==> config.mk <==
export PLATFORM = sky130hd
export DESIGN_NAME = traffic_lamp_monitor
export DESIGN_NICKNAME = d
export VERILOG_FILES = /design/src/rtl/traffic_lamp_monitor.sv
export SDC_FILE = /design/constraint.sdc
export NUM_CORES = 1
export LEC_CHECK = 0
export CAP_MARGIN = 15
export CORE_MARGIN = 2
export CORE_UTILIZATION = 35
export CTS_BUF_LIST = sky130_fd_sc_hd__clkbuf_8
export DETAILED_ROUTE_END_ITERATION = 7
export GPL_TIMING_DRIVEN = 0
export PLACE_DENSITY = 0.68
export SYNTH_ARGS = -nofsm -noshare
export SYNTH_HDL_FRONTEND = slang
export SYNTH_SLANG_ARGS = --single-unit
==> constraint.sdc <==
create_clock -name Clk -period 2.5 [get_ports Clk]
set_input_delay 0.375 -clock Clk [delete_from_list [all_inputs] [get_ports Clk]]
set_output_delay 0.375 -clock Clk [all_outputs]
set_load 0.05 [all_outputs]
==> src/rtl/traffic_lamp_monitor.sv <==
// Lamp driver and health monitor: registers controller light commands into lamp drives,
// generates flash phases, checks lamp-current feedback, and latches failures.
module traffic_lamp_monitor #(
  parameter int FLASH_HALF   = 4,
  parameter int MISMATCH_LIM = 3,
  parameter int CW           = 4
) (
  input  logic       Clk,
  input  logic       Rst,
  input  logic       GreenA,
  input  logic       YellowA,
  input  logic       RedA,
  input  logic       FlashingYellowA,
  input  logic       GreenB,
  input  logic       YellowB,
  input  logic       RedB,
  input  logic       FlashingYellowB,
  input  logic       RedCrossing,
  input  logic       GreenCrossing,
  input  logic       FlashingGreenCrossing,
  input  logic [7:0] LampSense,
  input  logic       ClearFault,
  output logic [7:0] LampDrive,
  output logic       FailureDetect,
  output logic [1:0] FailCode,
  output logic [2:0] FailLamp,
  output logic       fsm_state
);

  typedef enum logic { RUN = 1'b0, FAULT = 1'b1 } state_t;

  localparam logic [CW-1:0] FLASH_LAST = CW'(FLASH_HALF - 1);
  localparam logic [CW-1:0] MC_TRIP    = CW'(MISMATCH_LIM - 1);
  localparam logic [CW-1:0] MC_MAX     = '1;

  state_t        state;
  logic [CW-1:0] flash_cnt;
  logic          phase;
  logic [CW-1:0] mc [8];

  logic          flash_any;
  logic          conflict;
  logic          cnt_wrap;
  logic [CW-1:0] cnt_adv;
  logic          phase_adv;
  logic [7:0]    run_drive;
  logic [7:0]    fault_drive;
  logic [7:0]    mismatch;
  logic [7:0]    changed;
  logic [7:0]    lamp_fault;
  logic [2:0]    first_lamp;

  always_comb begin
    flash_any = FlashingYellowA | FlashingYellowB | FlashingGreenCrossing;

    conflict = (GreenA & (GreenB | GreenCrossing | FlashingGreenCrossing))
             | (RedCrossing & (GreenCrossing | FlashingGreenCrossing))
             | (GreenA & RedA)
             | (GreenB & RedB)
             | ~(GreenA | YellowA | RedA | FlashingYellowA);

    cnt_wrap  = (flash_cnt == FLASH_LAST);
    cnt_adv   = cnt_wrap ? '0 : flash_cnt + 1'b1;
    phase_adv = cnt_wrap ? ~phase : phase;

    run_drive = {GreenCrossing | (FlashingGreenCrossing & phase),
                 RedCrossing,
                 RedB,
                 YellowB | (FlashingYellowB & phase),
                 GreenB,
                 RedA,
                 YellowA | (FlashingYellowA & phase),
                 GreenA};
    fault_drive = {3'b000, phase, 2'b00, phase, 1'b0};

    // A drive change this edge gives the lamp one cycle to respond, so it never counts.
    mismatch   = LampSense ^ LampDrive;
    changed    = run_drive ^ LampDrive;
    lamp_fault = '0;
    first_lamp = '0;
    for (int i = 7; i >= 0; i--) begin
      lamp_fault[i] = mismatch[i] & ~changed[i] & (mc[i] >= MC_TRIP);
      if (lamp_fault[i]) first_lamp = 3'(i);
    end
  end

  always_ff @(posedge Clk or posedge Rst) begin
    if (Rst) begin
      state         <= RUN;
      LampDrive     <= '0;
      FailureDetect <= 1'b0;
      FailCode      <= 2'd0;
      FailLamp      <= 3'd0;
      flash_cnt     <= '0;
      phase         <= 1'b1;
      for (int i = 0; i < 8; i++) mc[i] <= '0;
    end else begin
      case (state)
        RUN: begin
          if (conflict || (|lamp_fault)) begin
            state         <= FAULT;
            FailureDetect <= 1'b1;
            FailCode      <= conflict ? 2'd1 : 2'd2;
            FailLamp      <= conflict ? 3'd0 : first_lamp;
            LampDrive     <= fault_drive;
            flash_cnt     <= cnt_adv;
            phase         <= phase_adv;
            for (int i = 0; i < 8; i++) mc[i] <= '0;
          end else begin
            LampDrive <= run_drive;
            // Idle flash generator parks "on" so a new flash starts lit.
            if (flash_any) begin
              flash_cnt <= cnt_adv;
              phase     <= phase_adv;
            end else begin
              flash_cnt <= '0;
              phase     <= 1'b1;
            end
            for (int i = 0; i < 8; i++) begin
              if (!mismatch[i] || changed[i]) mc[i] <= '0;
              else if (mc[i] != MC_MAX)       mc[i] <= mc[i] + 1'b1;
            end
          end
        end
        FAULT: begin
          for (int i = 0; i < 8; i++) mc[i] <= '0;
          if (ClearFault && !conflict) begin
            state         <= RUN;
            FailureDetect <= 1'b0;
            FailCode      <= 2'd0;
            FailLamp      <= 3'd0;
            LampDrive     <= run_drive;
            flash_cnt     <= '0;
            phase         <= 1'b1;
          end else begin
            LampDrive <= fault_drive;
            flash_cnt <= cnt_adv;
            phase     <= phase_adv;
          end
        end
        default: state <= RUN;
      endcase
    end
  end

  assign fsm_state = (state == FAULT);

endmodule

==> results.toml <==
[critical_path]
path_cells = "inv_1, ha_1, or4_1, o21ai_2, a21boi_4, nand4_4, or2_4, buf_4, clkbuf_16, o221ai_2"
cp.arrival_ns = 2.67
end_kind = "flop"
crit_slowest_cell = "or4_1"
crit_fanout = 5
path_buf_inv = 3
max_stage_delay_ns = 0.50
start_kind = "flop"
reg2reg_slack_ns = 0.05
cp_top_family = "simple AND/OR/NAND/NOR gates"
worstSetupPathType = "flop to flop"
crit_required_ns = 2.72

[drt]
num_vias = 2171
top_layer = "met4"
firstDrtPassIters = 4
route.met3.wl_um = 252
wl_met1_um = 2800
viasPerCell = 5.08
drtIter0Drc = 74
dr_wl_met2_um = 3100
wire_per_inst_um = 14.6
route.detailed.drc = 0
wl_um = 6220
antenna_left = 0

[synthesis]
synth.avg_cell_area_sq_um = 11.3
yosysTopAreaCellShare_pct = 44.7
ys_top_cells_by_area = "dfrtp_1, ha_1, a2111oi_4"
synth_commonest_cells = "dfrtp_1, ha_1, nor2_1, inv_1, nand2_1"
synth_area_leader_cell = "dfrtp_1"
synth-async-reset-ratio_pct = 100
synth_cell_types = 51
syn_inst = 252
synth_edf_count = 0
yosysMostFrequentCell = "dfrtp_1"
ys_seq_area_share_pct = 45.6
synth-seq-cells = 52
synthesis.area_sq_mm = 0.00286
synthFlopType = "dfrtp_1"
synth_warnings = 0

[global_routing]
grtUsageTotal_pct = 14.9
grt_overflow = 0
grt_pass1_vias = 2115
antenna_found_initial = 0
grt_max_degree = 29
grt_pass1_wl_um = 10200

[sta]
period_needed_ns = 2.45
worst_pin_slew_ns = 0.879
setup_viol = 0
fin_skew_ns = 0.00894
relSlewSlack_pct = 40.8
layout_worst_path_cycle_share_pct = 97.9
achievable-frequency_mhz = 409
finalHoldViolCount = 0
report.final.slew_viol_count = 0

[power]
p_total_mw = 2.10
leakagePower_nw = 1.66
power_density_mw_per_mm2 = 554
ir_worst_vdd_mv = 0.356

[cells_and_area]
area_growth_pct = 32.8
fin_nets = 363
drive_gt1_share_pct = 23.1
fill_cells = 713
multi_input_area_sq_mm = 0.00162
n_antenna_cell = 0
ff_latch_area_sq_mm = 0.00130
stdcell_count = 427

[die]
die_w_um = 94.4
die_h_um = 94.4
core_sq_mm = 0.00781
ios = 37
rows = 32
initial_core_util_pct = 36.6
dieArea_sq_mm = 0.00890

[clocking]
root_buffer = "clkbuf_8"
cts_htree_levels = 2
cts_buffers = 5
cts_buffer_depth = 2
clock_latency_ns = 0.31
cts_hold_buf = 0
numClockSinks = 52
path_clk_slew_ns = 0.09
tritoncts = "built"

[placement]
dp_hpwl_um = 4370
place_congestion = 0.751
place_inst = 398
io_buffers = 36

[run_status]
status = "finished, final reports clean"

[job]
cap_violations = 0

[min_path]
hold_path_class = "primary input to async pin"
-- sequential cells by signal (all words and copies together), names as in the netlist --
name           count
mc                32
FailCode           2
FailLamp           3
fsm_state          1
FailureDetect      1
phase              1
LampDrive          8
flash_cnt          4
-- cell families (layout without fill, tap and decap cells) --
kind of cell / after synthesis / after routing / synth area share (%)
compound gates: 43 / 43 / 15.1
xor+xnor: 10 / 10 / 3.07
fa+ha+maj: 17 / 17 / 7.44
buf+inv: 16 / 82 / 2.67
flops: 52 / 52 / 45.6
mux: 7 / 7 / 2.67
other cells: 1 / 8 / 0.131
simple gates: 106 / 106 / 23.3
-- routing by layer --
layer / track usage (%) / vias up
li1: - / 1050
met1: 18.6 / 1082
met2: 25.3 / 33
met3: 3.43 / 6
met4: 5.19 / 0
met5: 0 / -
-- what timing repair did --
item | in CTS | in global routing
endpoints found under the hold margin | 0 | 0
pin swaps | 0 | 7
setup buffers | 2 | 18
resized for setup | 7 | 26
endpoints found under the setup margin | 28 | 42
cloned | 0 | 1
-- final cells by class --
class / instances / share of cell area (%)
tap: 102 / 3.36
buffer: 4 / 1.12
clock buffer: 6 / 2.18
sequential: 52 / 34.3
timing repair buffer: 58 / 15.0
clock inverter: 2 / 0.198
multi-input combinational: 191 / 42.6
inverter: 12 / 1.19
-- metrics by stage --
step	setup WS (ns)	TNS (ns)	utilization, %	cell area (sq um)	hold slack, ns
2_1_floorplan	0.210	0	-	2880	0.443
5_1_grt	-0.0197	-0.0376	48.6	3800	0.478
4_1_cts	-0.00312	-0.00312	45.2	3530	0.443
3_5_place_dp	-0.692	-16.14	43.4	3390	0.469
3_3_place_gp	-0.666	-25.30	43.2	3370	0.466
6_report	0.0531	0	48.6	3800	0.424
-- cell usage in the layout (no fill, tap or decap), types with 2 or more instances in the layout --
cell type        netlist  final
ha_1                  17     16
xnor2_1                9      9
o21ai_2                0      2
and3b_1                6      6
nor2b_1                3      3
o21ai_0               11      8
a21oi_1                6      4
nand2_1               12     11
a2111oi_4              5      5
nand2b_1               7      7
or4_1                  6      3
or4_4                  0      3
buf_4                  0     20
o221ai_2               0      2
nand3b_1               9      9
and2_1                 7      7
inv_1                 12     13
conb_1                 1      8
and2_0                 2      2
nor3b_1                8      8
nor2_1                15     14
mux2i_1                4      3
mux2_2                 2      2
nor3_2                 5      5
clkdlybuf4s50_1        0     35
nor3_1                 8      8
nor4_1                 3      3
clkbuf_8               0      6
buf_12                 0      3
o211a_1                4      4
nand3_1               10      9
dfrtp_1               51     51
-- power breakdown --
group	total (mW)	internal [mW]	switching, mW	leakage (nW)
clock	0.493	0.219	0.275	0.0538
combinational	0.620	0.266	0.354	0.924
sequential	0.991	0.923	0.0682	0.684
-- path summary, 6_finish.rpt --
check,start,endpoint,cells past startpoint
max in group asynchronous,Rst,phase,3
worst max-delay path,mc[8],LampDrive[4],10
worst min-delay path,Rst,mc[23],2
worst min register to register,flash_cnt[0],flash_cnt[0],1
min in group Clk,flash_cnt[0],flash_cnt[0],1
worst max register to register,mc[8],LampDrive[4],10
Note: power is estimated with default switching activity, not from simulation.
